$ cat src/rtl/fft4_frame_ctrl.sv
`default_nettype none
// +----------------------------------------------------------------------------+
// | fft4_frame_ctrl : frames serial samples for an external FFT4 and streams   |
// |                   its four registered output bins over valid/ready.         |
// | Revision        : 1.0                                                      |
// +----------------------------------------------------------------------------+
module fft4_frame_ctrl #(
   parameter int PRE        = 16,
   parameter bit CONTINUOUS = 1'b0
) (
   input  logic                  Clk,
   input  logic                  Reset,
   input  logic                  Start,
   input  logic                  In_Valid,
   input  logic signed [PRE:0]   In_Data,
   output logic                  In_Ready,
   output logic signed [PRE:0]   X0,
   output logic signed [PRE:0]   X1,
   output logic signed [PRE:0]   X2,
   output logic signed [PRE:0]   X3,
   input  logic signed [2*PRE:0] Y0_Re,
   input  logic signed [2*PRE:0] Y1_Re,
   input  logic signed [2*PRE:0] Y2_Re,
   input  logic signed [2*PRE:0] Y3_Re,
   input  logic signed [2*PRE:0] Y0_Im,
   input  logic signed [2*PRE:0] Y1_Im,
   input  logic signed [2*PRE:0] Y2_Im,
   input  logic signed [2*PRE:0] Y3_Im,
   output logic                  Out_Valid,
   input  logic                  Out_Ready,
   output logic signed [2*PRE:0] Out_Re,
   output logic signed [2*PRE:0] Out_Im,
   output logic [1:0]            Out_Idx,
   output logic                  Out_Last,
   output logic                  Busy,
   output logic                  Done
);

   typedef enum logic [1:0] {
      S_IDLE   = 2'd0,
      S_LOAD   = 2'd1,
      S_SETTLE = 2'd2,
      S_DRAIN  = 2'd3
   } state_t;

   state_t                r_state;
   logic [1:0]            r_cnt;
   logic signed [2*PRE:0] r_bre [4];
   logic signed [2*PRE:0] r_bim [4];
   logic [1:0]            w_next_idx;

   assign w_next_idx = Out_Idx + 2'd1;

   always_ff @(posedge Clk) begin
      if (Reset) begin
         r_state   <= S_IDLE;
         r_cnt     <= 2'd0;
         In_Ready  <= 1'b0;
         X0        <= '0;
         X1        <= '0;
         X2        <= '0;
         X3        <= '0;
         Out_Valid <= 1'b0;
         Out_Re    <= '0;
         Out_Im    <= '0;
         Out_Idx   <= 2'd0;
         Out_Last  <= 1'b0;
         Busy      <= 1'b0;
         Done      <= 1'b0;
         for (int i = 0; i < 4; i++) begin
            r_bre[i] <= '0;
            r_bim[i] <= '0;
         end
      end else begin
         Done <= 1'b0;
         case (r_state)
            S_IDLE: begin
               if (Start) begin
                  r_state  <= S_LOAD;
                  r_cnt    <= 2'd0;
                  In_Ready <= 1'b1;
                  Busy     <= 1'b1;
               end
            end
            S_LOAD: begin
               if (In_Valid && In_Ready) begin
                  case (r_cnt)
                     2'd0:    X0 <= In_Data;
                     2'd1:    X1 <= In_Data;
                     2'd2:    X2 <= In_Data;
                     default: X3 <= In_Data;
                  endcase
                  r_cnt <= r_cnt + 2'd1;
                  if (r_cnt == 2'd3) begin
                     r_state  <= S_SETTLE;
                     In_Ready <= 1'b0;
                  end
               end
            end
            S_SETTLE: begin
               // X0..X3 have been stable a full cycle; the FFT4 result is valid now.
               r_bre[0]  <= Y0_Re;
               r_bre[1]  <= Y1_Re;
               r_bre[2]  <= Y2_Re;
               r_bre[3]  <= Y3_Re;
               r_bim[0]  <= Y0_Im;
               r_bim[1]  <= Y1_Im;
               r_bim[2]  <= Y2_Im;
               r_bim[3]  <= Y3_Im;
               Out_Re    <= Y0_Re;
               Out_Im    <= Y0_Im;
               Out_Idx   <= 2'd0;
               Out_Last  <= 1'b0;
               Out_Valid <= 1'b1;
               r_state   <= S_DRAIN;
            end
            default: begin
               if (Out_Ready) begin
                  if (Out_Idx == 2'd3) begin
                     Out_Valid <= 1'b0;
                     Out_Last  <= 1'b0;
                     Out_Idx   <= 2'd0;
                     Done      <= 1'b1;
                     if (CONTINUOUS) begin
                        r_state  <= S_LOAD;
                        In_Ready <= 1'b1;
                     end else begin
                        r_state <= S_IDLE;
                        Busy    <= 1'b0;
                     end
                  end else begin
                     // Preload the next bin so the data output stays registered.
                     Out_Idx  <= w_next_idx;
                     Out_Re   <= r_bre[w_next_idx];
                     Out_Im   <= r_bim[w_next_idx];
                     Out_Last <= (w_next_idx == 2'd3);
                  end
               end
            end
         endcase
      end
   end

endmodule
`default_nettype wire
$ cat config.mk
export PLATFORM = sky130hd
export DESIGN_NAME = fft4_frame_ctrl
export DESIGN_NICKNAME = d
export VERILOG_FILES = /design/src/rtl/fft4_frame_ctrl.sv
export SDC_FILE = /design/constraint.sdc
export NUM_CORES = 1
export LEC_CHECK = 0
export BUFFER_PORTS_ARGS = -buffer_cell sky130_fd_sc_hd__buf_2
export CORE_ASPECT_RATIO = 2
export CORE_MARGIN = 1
export CORE_UTILIZATION = 30
export CTS_CLUSTER_DIAMETER = 50
export DETAILED_ROUTE_END_ITERATION = 7
export PLACE_DENSITY_LB_ADDON = 0.1
export SLEW_MARGIN = 5
export SYNTH_ARGS = -nofsm -noshare
export SYNTH_HDL_FRONTEND = slang
export SYNTH_SLANG_ARGS = --single-unit
$ cat constraint.sdc
create_clock -name Clk -period 12.7 [get_ports Clk]
set_clock_uncertainty 0.15 [all_clocks]
set_input_delay 3.81 -clock Clk [delete_from_list [all_inputs] [get_ports Clk]]
set_output_delay 3.81 -clock Clk [all_outputs]
set_load 0.03 [all_outputs]
Word-level counts from Yosys, hierarchy flattened
Memory sizes are Yosys's and may differ from the RTL's. Cells that the tools add are included.

Shifts and indexed selects: 0. Mux-type cells: 43. $add $sub $neg: 2. Div/mod/pow operators: 0. Multiply operators: 0. Reductions and logical operators: 25. Bitwise logic cells: 12. Equal/unequal tests: 11. Magnitude comparators: 0.

Operators by type and width (count): $mux W33 (12); $pmux W33 S2 (2); $reduce_and A3 Y1 (7); $mux W2 (9); $mux W1 (13); $eq A2 B2 Y1 const B (5); $reduce_bool A2 Y1 (5); $or A1 B1 Y1 (8); $pmux W1 S2 (4); $pmux W2 S2 (2); $reduce_and A4 Y1 (2); $reduce_bool A4 Y1 (2); $ne A2 B2 Y1 const B (3); $pmux W2 S3 (1); $reduce_and A5 Y1 (1); $reduce_or A5 Y1 (1); $add A2 B1 Y2 const B (2); $eq A2 B1 Y1 const B (2); $logic_not A2 Y1 (2); $not A1 Y1 (4); $reduce_or A2 Y1 (2); $reduce_or A3 Y1 (1); $ne A2 B1 Y1 const B (1); $reduce_and A2 Y1 (1); $logic_and A1 B1 Y1 (1).

Bits of input ports: 286. Memories kept: 2. Word-level logic and storage cells: 109. Memory bits (read-only): 0. Bits in latches: 0. Output and inout port bits: 141. Register bits: 145. RAM bits: 264.

Memory list: r_bim (words 4, width 33, read ports 1, clocked after Yosys merged registers in 0, write ports 4, line 49) `logic signed [2*PRE:0] r_bim [4];`; r_bre (words 4, width 33, read ports 1, clocked after Yosys merged registers in 0, write ports 4, line 48) `logic signed [2*PRE:0] r_bre [4];`.

Depth between registers and ports, before layout
Gate-level depths: netlist (run 1).

Depth after elaboration: 5. Gate-level depth with buffers: 10. Gate-level depth less buffers: 5.

Worst setup path after synthesis (run 1)
No wires, ideal clock.

Kind: input to register. Start point: input port Reset. End point: memory r_bim[0][0] (netlist name), enable pin. Path buffers: 2. Path slack: 1.887 ns. Library setup time: 2.023 ns. Cell stages on the path: 4. Arrival: 8.641 ns. Required time: 10.527 ns. Cells stage by stage: clkbuf_1 -> clkinv_1 -> clkbuf_1 -> nand2_1.

RTL lines: start, declared (line 12) `input logic Reset,`; end, declared (line 49).

==> flow_metrics.env, run 1 <==
export IMPL_cts_tree="built"
export IMPL_finalCritPeriodShare=0.509
export IMPL_dieArea_sq_um=61600
export IMPL_synth_distinct_cells=35
export IMPL_cellPowerDensity_nw_per_um2=201
export IMPL_slew_viol_final=0
export IMPL_min_path_cells=2
export IMPL_ir_worst_vdd_mv=0.128
export IMPL_slew_headroom=0.217
export IMPL_share_seq_of_total_power=0.402
export IMPL_boundaryPins=427
export IMPL_cts_buffers=43
export IMPL_critPathLaunchType="input pin"
export IMPL_cts_htree_levels=2
export IMPL_core_rowCount=127
export IMPL_chipWidth_um=176
export IMPL_timing_rr_end="r_bre[2][11]$_SDFFCE_PN0P_"
export IMPL_cpMaxStageDelayCell="nand2_4"
export IMPL_setup_tns_ns=0
export IMPL_p_sw_frac=0.357
export IMPL_post_cts_buffers=0
export IMPL_switching_power_mw=1.59
export IMPL_synth_warnings=0
export IMPL_clock_sinks=409
export IMPL_syn2layout_area_growth_pct=21.9
export IMPL_setup_viol=0
export IMPL_grt_pass1_vias=13900
export IMPL_cts_resized=0
export IMPL_hold_viol=0
export IMPL_place_congestion=0.784
export IMPL_synth_avg_cell_area_sq_um=12.1
export IMPL_firstDrtPassIters=5
export IMPL_synthCells=1506
export IMPL_drt_iter0_drc=693
export IMPL_final_nets=2132
export IMPL_rrSetupSlack_ns=8.63
export IMPL_synth_seq_cells=409
export IMPL_ys_seq_area_frac=0.596
export IMPL_viasPerCell=5.12
export IMPL_grt_setup_unrepaired="false"
export IMPL_grt_max_degree=268
export IMPL_cp_num_buf_inv=3
export IMPL_min_to="X2[11]$_SDFFE_PP0P_"
export IMPL_cp_max_fo=166
export IMPL_crit_family="buffers and inverters"
export IMPL_timing_fmax_mhz=155
export IMPL_p_leak_nw=9.45
export IMPL_regArea_sq_um=10800
export IMPL_wl_per_cell_um=21.9
export IMPL_crit_required_ns=12.73
export IMPL_synthArstFlopShare=0
export IMPL_tightest_slew_ns=1.17
export IMPL_status="completed"
export IMPL_multi_input_area_sq_um=6450
export IMPL_synthFlopType="edfxtp_1"
export IMPL_synth_area_top_cells="edfxtp_1 (44%), dfxtp_1 (16%), and3_1 (9.1%)"
export IMPL_pwr_share_clk=0.276
export IMPL_yosysTopAreaCellShare=0.437
export IMPL_r2r_cells=6
export IMPL_final_cells=2646
export IMPL_dr_total_vias=13500
export IMPL_grtUsageTotal=0.185
export IMPL_cts_hold_buf=0
export IMPL_antenna_found_initial=15
export IMPL_crit_arrival_ns=6.49
export IMPL_clock_path_buffers=3
export IMPL_clkSlewWorstSetupHoldPaths_ns=0.06
export IMPL_fillCellCount=6000
export IMPL_ant_nets=0
export IMPL_grt_overflow=0
export IMPL_place_hpwl_mm=36.5
export IMPL_critPathKind="in2reg"
export IMPL_min_from="X2[11]$_SDFFE_PP0P_"
export IMPL_layout_min_cycle_time_ns=6.46
export IMPL_portBuffers=426
export IMPL_cap_viol_max_count=0
export IMPL_grt_pass1_wl_mm=86.4
export IMPL_cell_internal_pwr_mw=2.87
export IMPL_drc=0
export IMPL_synth_cell_area_sq_um=18200
export IMPL_fp_dieH_um=350
export IMPL_synth_nets=1804
export IMPL_reg2reg_from="r_state[0]$_SDFFE_PP0P_"
export IMPL_wirelength_mm=58.0
export IMPL_core_area_sq_um=59900
export IMPL_hold_path_class="reg2reg"
export IMPL_place_inst=2563
export IMPL_cpPeakStageDelay_ns=0.75
export IMPL_crit_path_cell_trace="buf_6, inv_6, nand2_4, buf_12"
export IMPL_insertion_delay_ns=0.58
export IMPL_synth_largest_area_cell="edfxtp_1"
export IMPL_p_comb_frac=0.322
export IMPL_drive_gt1_frac=0.363
export IMPL_initial_utilization=0.303
export IMPL_synth_edff_count=264
export IMPL_cp_depth=4
export IMPL_clockRootBuffer="clkbuf_16"
export IMPL_critPathCaptureType="flip-flop"
-- per-layer routing --
metal / vias to the layer above / share of wire / GRT usage
met2: 468 / 0.50 / 0.319
met4: 16 / 0.030 / 0.0662
met5: - / 0.0015 / 0
li1: 6348 / - / -
met1: 6613 / 0.40 / 0.222
met3: 96 / 0.070 / 0.0438
-- how the worst max path moves through the flow --
stage	from	endpoint	slack, ns
finish	Reset	r_bre[2][11]$_SDFFCE_PN0P_	6.24
global route	Reset	r_bre[2][11]$_SDFFCE_PN0P_	6.00
CTS	Reset	r_bre[2][11]$_SDFFCE_PN0P_	6.18
detailed placement	Reset	r_bre[2][8]$_SDFFCE_PN0P_	5.56
global placement	Reset	r_bre[0][11]$_SDFFCE_PN0P_	5.63
floorplan	Reset	r_bim[0][0]$_SDFFCE_PN0P_	1.89
-- registers in the layout, indices dropped and copies added (netlist names), 17 cells and up --
name,count
r_bre,132
X1,17
X3,17
X0,17
X2,17
Out_Re,33
Out_Im,33
r_bim,132
-- layout by cell type, fill, tap and decap left out, types with 40 or more instances in the layout --
| cell | n |
|---|---|
| a21oi_1 | 74 |
| a221oi_1 | 92 |
| a221oi_2 | 40 |
| a22oi_1 | 66 |
| and3_1 | 264 |
| buf_2 | 425 |
| clkbuf_16 | 44 |
| dfxtp_1 | 144 |
| edfxtp_1 | 264 |
| inv_1 | 71 |
| mux2_2 | 132 |
| nand2_1 | 142 |
-- stage by stage --
step | total power [mW] | utilization | worst slack [ns] | area [sq um] | hold slack (ns)
after floorplan | 2.85 | - | 1.89 | 18200 | 0.321
after global placement | 3.27 | 0.347 | 5.63 | 20800 | 0.290
after detailed placement | 3.29 | 0.347 | 5.56 | 20800 | 0.294
after CTS | 4.55 | 0.369 | 6.18 | 22100 | 0.303
after global routing | 4.69 | 0.369 | 6.00 | 22100 | 0.315
final | 4.45 | 0.369 | 6.24 | 22100 | 0.301
-- cell type report --
type,count,area share
inverters,73,0.0127
repair buffers,438,0.102
diodes,5,0.000565
clock inverters,14,0.00588
clock buffers,64,0.0542
multi-input cells,869,0.291
well taps,774,0.0438
flip-flops and latches,409,0.490
-- Yosys cell counts (all sizes together), types with 2 or more instances --
cell and n:
a21oi 74, a221oi 132, a22oi 66, and3 264, and4 4, buf 39
clkbuf 116, clkinv 2, dfxtp 145, edfxtp 264, ha 12, inv 71
mux2 132, mux2i 2, nand2 143, nand3 2, nand4 5, nor2 7
nor2b 5, o21ai 6, o41ai 2, or4 4
-- kinds of logic (layout without fill, tap and decap cells) --
kind of cell | count (synthesis) | count (layout) | synth area share
and+or+nand+nor | 436 | 436 | 0.130
DFF | 409 | 409 | 0.596
AOI/OAI and AO/OA | 287 | 287 | 0.131
buffers and inverters | 228 | 589 | 0.0514
muxes | 134 | 134 | 0.0830
adders and majority gates | 12 | 12 | 0.00827
other | 0 | 5 | 0
-- power groups by stage --
stage	Sequential [mW]	Clock [mW]	Combinational [mW]
after floorplan	1.97	0	0.878
final	1.79	1.23	1.44
after CTS	1.79	1.28	1.47
after global placement	1.82	0	1.46
after global routing	1.82	1.32	1.56
after detailed placement	1.82	0	1.47
-- tightest hold or removal path, delay by kind of cell, from the launching register on --
kind / cells / cell delay (ns)
compound gates: 1 / 0.05
simple gates: 1 / 0.05
flops: 1 / 0.30
No activity file was read; power rests on OpenSTA's default activity.
==> run 2: changes to the inputs <==
--- a/config.mk
+++ b/config.mk
@@ -5,6 +5,7 @@
 export SDC_FILE = /design/constraint.sdc
 export NUM_CORES = 1
 export LEC_CHECK = 0
+export ABC_AREA = 1
 export BUFFER_PORTS_ARGS = -buffer_cell sky130_fd_sc_hd__buf_2
 export CORE_ASPECT_RATIO = 2
 export CORE_MARGIN = 1
==> constraint.sdc (replaced) <==
create_clock -name Clk -period 6.1 [get_ports Clk]
set_clock_uncertainty 0.15 [all_clocks]
set_input_delay 1.83 -clock Clk [delete_from_list [all_inputs] [get_ports Clk]]
set_output_delay 1.83 -clock Clk [all_outputs]
set_load 0.03 [all_outputs]
==> flow_metrics.env, run 2 <==
export IMPL_status="completed"
export IMPL_cellPowerDensity_nw_per_um2=459
export IMPL_chipWidth_um=177
export IMPL_synth_seq_cells=409
export IMPL_synth_nets=2517
export IMPL_boundaryPins=427
export IMPL_fillCellCount=6353
export IMPL_insertion_delay_ns=0.57
export IMPL_antenna_found_initial=7
export IMPL_timing_rr_end="Out_Im[31]$_SDFFE_PP0P_"
export IMPL_synthCells=2219
export IMPL_grt_max_degree=117
export IMPL_synth_distinct_cells=23
export IMPL_reg2reg_from="Out_Idx[0]$_SDFFE_PP0P_"
export IMPL_dieArea_sq_um=62000
export IMPL_critPathLaunchType="input pin"
export IMPL_finalCritPeriodShare=0.644
export IMPL_place_hpwl_mm=39.1
export IMPL_hold_path_class="reg2reg"
export IMPL_drive_gt1_frac=0.200
export IMPL_crit_path_cell_trace="buf_4, inv_4, nand2_8, buf_4"
export IMPL_yosys_top_cells_count="nand2_1 (484), nor2_1 (478), inv_1 (343), edfxtp_1 (264), nand3_1 (203)"
export IMPL_synthFlopType="edfxtp_1"
export IMPL_slew_viol_final=0
export IMPL_grt_pass1_vias=15100
export IMPL_initial_utilization=0.304
export IMPL_synth_avg_cell_area_sq_um=8.24
export IMPL_cpMostUsedCell="buf_4"
export IMPL_power_mw=10.2
export IMPL_crit_family="buffers and inverters"
export IMPL_synth_area_top_cells="edfxtp_1 (43%), dfxtp_1 (16%), nand2_1 (9.9%)"
export IMPL_core_rowCount=127
export IMPL_clock_path_buffers=3
export IMPL_r2r_cells=7
export IMPL_holdWs_ns=0.324
export IMPL_cpPeakStageDelay_ns=0.72
export IMPL_synth_warnings=0
export IMPL_tightest_slew_ns=1.06
export IMPL_drc=0
export IMPL_clockRootBuffer="clkbuf_16"
export IMPL_synth_cell_area_sq_um=18300
export IMPL_setup_tns_ns=0
export IMPL_dr_total_vias=15200
export IMPL_min_path_cells=2
export IMPL_synth_edff_count=264
export IMPL_cap_viol_max_count=0
export IMPL_place_congestion=0.849
export IMPL_share_seq_of_total_power=0.395
export IMPL_cpMaxStageDelayCell="nand2_8"
export IMPL_viasPerCell=4.50
export IMPL_post_cts_buffers=0
export IMPL_min_to="X0[7]$_SDFFE_PP0P_"
export IMPL_ir_worst_vdd_mv=0.337
export IMPL_portBuffers=426
export IMPL_p_comb_frac=0.361
export IMPL_cts_buffers=42
export IMPL_syn2layout_area_growth_pct=22.2
export IMPL_ant_nets=0
export IMPL_wl_per_cell_um=17.6
export IMPL_grt_overflow=0
export IMPL_p_leak_nw=11.3
export IMPL_crit_arrival_ns=3.96
export IMPL_final_nets=2879
export IMPL_final_common_cell="nand2_1"
export IMPL_crit_required_ns=6.13
export IMPL_drt_iter0_drc=672
export IMPL_place_area_sq_um=21000
export IMPL_design_area_sq_um=22300
export IMPL_slew_headroom=0.294
export IMPL_cp_num_buf_inv=3
export IMPL_pwr_share_clk=0.244
export IMPL_cts_resized=0
export IMPL_critPathKind="in2reg"
export IMPL_p_sw_frac=0.397
export IMPL_wirelength_mm=59.5
export IMPL_cell_internal_pwr_mw=6.18
export IMPL_ys_seq_area_frac=0.592
export IMPL_setup_viol=0
export IMPL_final_cell_mix="nand2_1 (483), nor2_1 (478), buf_2 (425)"
export IMPL_final_cells=3387
export IMPL_min_from="X0[7]$_SDFFE_PP0P_"
export IMPL_synthArstFlopShare=0
export IMPL_place_inst=3311
export IMPL_layout_min_cycle_time_ns=3.93
export IMPL_yosysMostFrequentCell="nand2_1"
export IMPL_rrSetupSlack_ns=2.27
export IMPL_hold_viol=0
export IMPL_cp_max_fo=116
export IMPL_synth_largest_area_cell="edfxtp_1"
export IMPL_cts_htree_levels=2
export IMPL_fp_dieH_um=351
export IMPL_timing_fmax_mhz=255
export IMPL_clkSlewWorstSetupHoldPaths_ns=0.06
export IMPL_cts_tree="built"
export IMPL_cts_hold_buf=0
export IMPL_grt_pass1_wl_mm=88.6
export IMPL_grtUsageTotal=0.189
export IMPL_reg_top3="r_bim: 132 flops, r_bre: 132 flops"
export IMPL_clock_sinks=409
export IMPL_critPathCaptureType="flip-flop"
export IMPL_yosysTopAreaCellShare=0.433
export IMPL_switching_power_mw=4.06
export IMPL_firstDrtPassIters=4
export IMPL_core_area_sq_um=60100
export IMPL_grt_setup_unrepaired="false"
-- run 2: cell count changes after synthesis, sizes merged, moves of 58 or more --
cell    previous run  this run
mux2             132         0
nand3              2       203
and3             264         0
inv               71       350
nor2               7       481
nand2            143       487
o21ai              6        75
a221oi           132         0
a22oi             66         0
clkbuf           116        58
-- run 2: logic make-up (layout without fill, tap and decap cells) --
| group | after synthesis | in the layout | share of synthesized area |
|---|---|---|---|
| compound gates | 149 | 149 | 0.0410 |
| fa+ha+maj | 12 | 12 | 0.00821 |
| buf+inv | 476 | 869 | 0.102 |
| flops | 409 | 409 | 0.592 |
| other cells | 0 | 1 | 0 |
| simple gates | 1173 | 1173 | 0.256 |
-- run 2: worst max path at each step --
stage | start | depth (start not counted) | endpoint
3_3_place_gp | Reset | 4 | r_bim[0][3]$_SDFFCE_PN0P_
4_1_cts | Out_Idx[0]$_SDFFE_PP0P_ | 7 | Out_Im[31]$_SDFFE_PP0P_
3_5_place_dp | Reset | 4 | r_bim[3][3]$_SDFFCE_PN0P_
5_1_grt | Out_Idx[0]$_SDFFE_PP0P_ | 7 | Out_Im[31]$_SDFFE_PP0P_
2_1_floorplan | Reset | 4 | r_bim[0][0]$_SDFFCE_PN0P_
6_report | Reset | 4 | r_bim[2][3]$_SDFFCE_PN0P_
-- run 2: power groups by stage --
stage	combinational [mW]	clock, mW	sequential (mW)
finish	3.70	2.50	4.05
global route	4.17	2.66	4.12
CTS	3.81	2.58	4.06
detailed placement	3.79	0	4.11
global placement	3.76	0	4.10
floorplan	2.12	0	4.48
-- run 2: per-stage QoR --
stage / util / setup slack [ns]
after global placement: 0.350 / 1.52
after CTS: 0.372 / 2.04
after global routing: 0.372 / 1.92
after floorplan: - / 1.34
after detailed placement: 0.350 / 1.47
final: 0.372 / 2.17
-- run 2: worst register-to-register path, stage by stage (launching register included) --
cell and delay (ns):
dfxtp_4 0.35, inv_4 0.61, ha_4 0.98, clkinv_2 0.53, buf_4 0.54, nand3_1 0.32, nand3_1 0.11, a21oi_1 0.17
-- run 2: layout make-up --
cell class / count / area, sq um / share of cell area
Antenna cell: 1 / 2.50 / 0.000112
Clock buffer: 63 / 1220 / 0.0547
Clock inverter: 12 / 68.8 / 0.00308
Inverter: 351 / 1330 / 0.0593
Multi-Input combinational cell: 1334 / 5650 / 0.253
Sequential cell: 409 / 10800 / 0.485
Tap cell: 774 / 968 / 0.0433
Timing Repair Buffer: 443 / 2270 / 0.102
-- run 2: per-layer routing --
metal / vias to the layer above / part of all wire / track usage
li1: 7593 / - / -
met4: 8 / 0.031 / 0.0681
met2: 521 / 0.51 / 0.347
met3: 100 / 0.061 / 0.0356
met1: 7017 / 0.39 / 0.215
met5: - / 0.00077 / 0
==> run 3: changes to the inputs <==
==> constraint.sdc (replaced) <==
create_clock -name Clk -period 3.3 [get_ports Clk]
set_clock_uncertainty 0.15 [all_clocks]
set_input_delay 0.99 -clock Clk [delete_from_list [all_inputs] [get_ports Clk]]
set_output_delay 0.99 -clock Clk [all_outputs]
set_load 0.03 [all_outputs]
==> flow_metrics.env, run 3 (synthesis results as in run 2) <==
export IMPL_grt_max_degree=135
export IMPL_final_cell_mix="nand2_1 (483), nor2_1 (478), buf_2 (425)"
export IMPL_grtUsageMet2=0.356
export IMPL_min_from="X2[5]$_SDFFE_PP0P_"
export IMPL_grtUsageTotal=0.193
export IMPL_cts_resized=0
export IMPL_dr_total_vias=15300
export IMPL_critPathLaunchType="flip-flop"
export IMPL_final_cells=3393
export IMPL_multi_input_area_sq_um=5650
export IMPL_crit_required_ns=2.16
export IMPL_grt_overflow=0
export IMPL_final_common_cell="nand2_1"
export IMPL_finalCritPeriodShare=0.899
export IMPL_cts_hold_buf=0
export IMPL_reg_top3="r_bim: 132 flops, r_bre: 132 flops"
export IMPL_crit_arrival_ns=1.83
export IMPL_hold_viol=0
export IMPL_core_rowCount=127
export IMPL_cpPeakStageDelay_ns=0.53
export IMPL_antenna_found_initial=8
export IMPL_fp_dieH_um=351
export IMPL_utilization=0.376
export IMPL_tightest_slew_ns=1.05
export IMPL_insertion_delay_ns=0.56
export IMPL_power_mw=19.3
export IMPL_crit_path_cell_trace="buf_12, buf_2"
export IMPL_cp_max_fo=134
export IMPL_core_area_sq_um=60100
export IMPL_cpMaxStageDelayCell="buf_12"
export IMPL_reg2reg_from="r_state[0]$_SDFFE_PP0P_"
export IMPL_clockRootBuffer="clkbuf_16"
export IMPL_boundaryPins=427
export IMPL_cellPowerDensity_nw_per_um2=854
export IMPL_setup_viol=0
export IMPL_place_area_sq_um=21200
export IMPL_drt_iter0_drc=880
export IMPL_cts_buffers=42
export IMPL_cts_tree="built"
export IMPL_place_inst=3316
export IMPL_cap_viol_max_count=0
export IMPL_p_leak_nw=11.4
export IMPL_viasPerCell=4.52
export IMPL_slew_headroom=0.297
export IMPL_drc=0
export IMPL_design_area_sq_um=22600
export IMPL_fin_ws_ns=0.334
export IMPL_drive_gt1_frac=0.202
export IMPL_clock_sinks=409
export IMPL_gr_max_usage_layer="met2"
export IMPL_met1_usage=0.222
export IMPL_ant_nets=0
export IMPL_worstSetupStartpoint="Out_Idx[0]$_SDFFE_PP0P_"
export IMPL_cts_htree_levels=2
export IMPL_holdWs_ns=0.327
export IMPL_wl_per_cell_um=17.9
export IMPL_grtUsageMet3=0.0353
export IMPL_place_hpwl_mm=39.5
export IMPL_wirelength_mm=60.6
export IMPL_grt_pass1_vias=15300
export IMPL_clkSlewWorstSetupHoldPaths_ns=0.07
export IMPL_timing_fmax_mhz=337
export IMPL_post_cts_buffers=0
export IMPL_firstDrtPassIters=7
export IMPL_layout_min_cycle_time_ns=2.97
export IMPL_antennaDiodeCount=0
export IMPL_setup_tns_ns=0
export IMPL_critPathCaptureType="output port"
export IMPL_initial_utilization=0.304
export IMPL_portBuffers=426
export IMPL_dieArea_sq_um=62000
export IMPL_regArea_sq_um=10800
export IMPL_critPathKind="reg2out"
export IMPL_clock_path_buffers=3
export IMPL_grt_setup_unrepaired="false"
export IMPL_final_nets=2884
export IMPL_slew_viol_final=0
export IMPL_hold_path_class="reg2reg"
export IMPL_grt_pass1_wl_mm=90.5
export IMPL_fillCellCount=6386
export IMPL_preCtsSetupSlack_ns=0.532
export IMPL_status="completed"
export IMPL_ir_worst_vdd_mv=0.762
export IMPL_syn2layout_area_growth_pct=23.4
export IMPL_place_congestion=0.843
export IMPL_chipWidth_um=177
## run 3: cell types whose count changed in the layout (fill, tap and decap cells not counted), sizes merged
| cell | delta |
|---|---|
| diode | -1 |
| buf | +5 |
| inv | +1 |
| bufinv | +1 |
| clkbuf | -1 |
| clkinvlp | +1 |
## run 3: layout make-up
class                      instances  share of cell area
clock buffer                      62              0.0547
clock inverter                    15             0.00493
inverter                         351              0.0589
multi-input combinational       1334               0.251
sequential                       409               0.480
tap                              774              0.0429
timing repair buffer             448               0.108
## run 3: metal layers
metal  up-vias  share of wire
li1       7603              -
met4        14          0.023
met1      7156           0.40
met3        76          0.057
met2       488           0.52
met5         -         0.0015
## run 3: power breakdown
| part | total (mW) | leakage (nW) | switching, mW | internal (mW) |
|---|---|---|---|---|
| combinational | 7.04 | 6.74 | 5.00 | 2.03 |
| sequential | 7.47 | 3.95 | 0.531 | 6.93 |
| clock | 4.77 | 0.665 | 2.08 | 2.68 |
| total | 19.3 | 11.4 | 7.62 | 11.7 |
## run 3: path summary, 6_finish.rpt
kind | to | slack [ns] | depth (start not counted)
worst max-delay path | Out_Idx[0] | 0.33 | 2
worst max register to register | r_bim[1][23]$_SDFFCE_PN0P_ | 0.66 | 6
worst min register to register | X2[5]$_SDFFE_PP0P_ | 0.33 | 2
worst min-delay path | X2[5]$_SDFFE_PP0P_ | 0.33 | 2
## run 3: worst max-delay path: cells and delay by family, from the launching register on
| family | cells | cell delay (ns) |
|---|---|---|
| DFF | 1 | 0.39 |
| buffers and inverters | 2 | 0.85 |
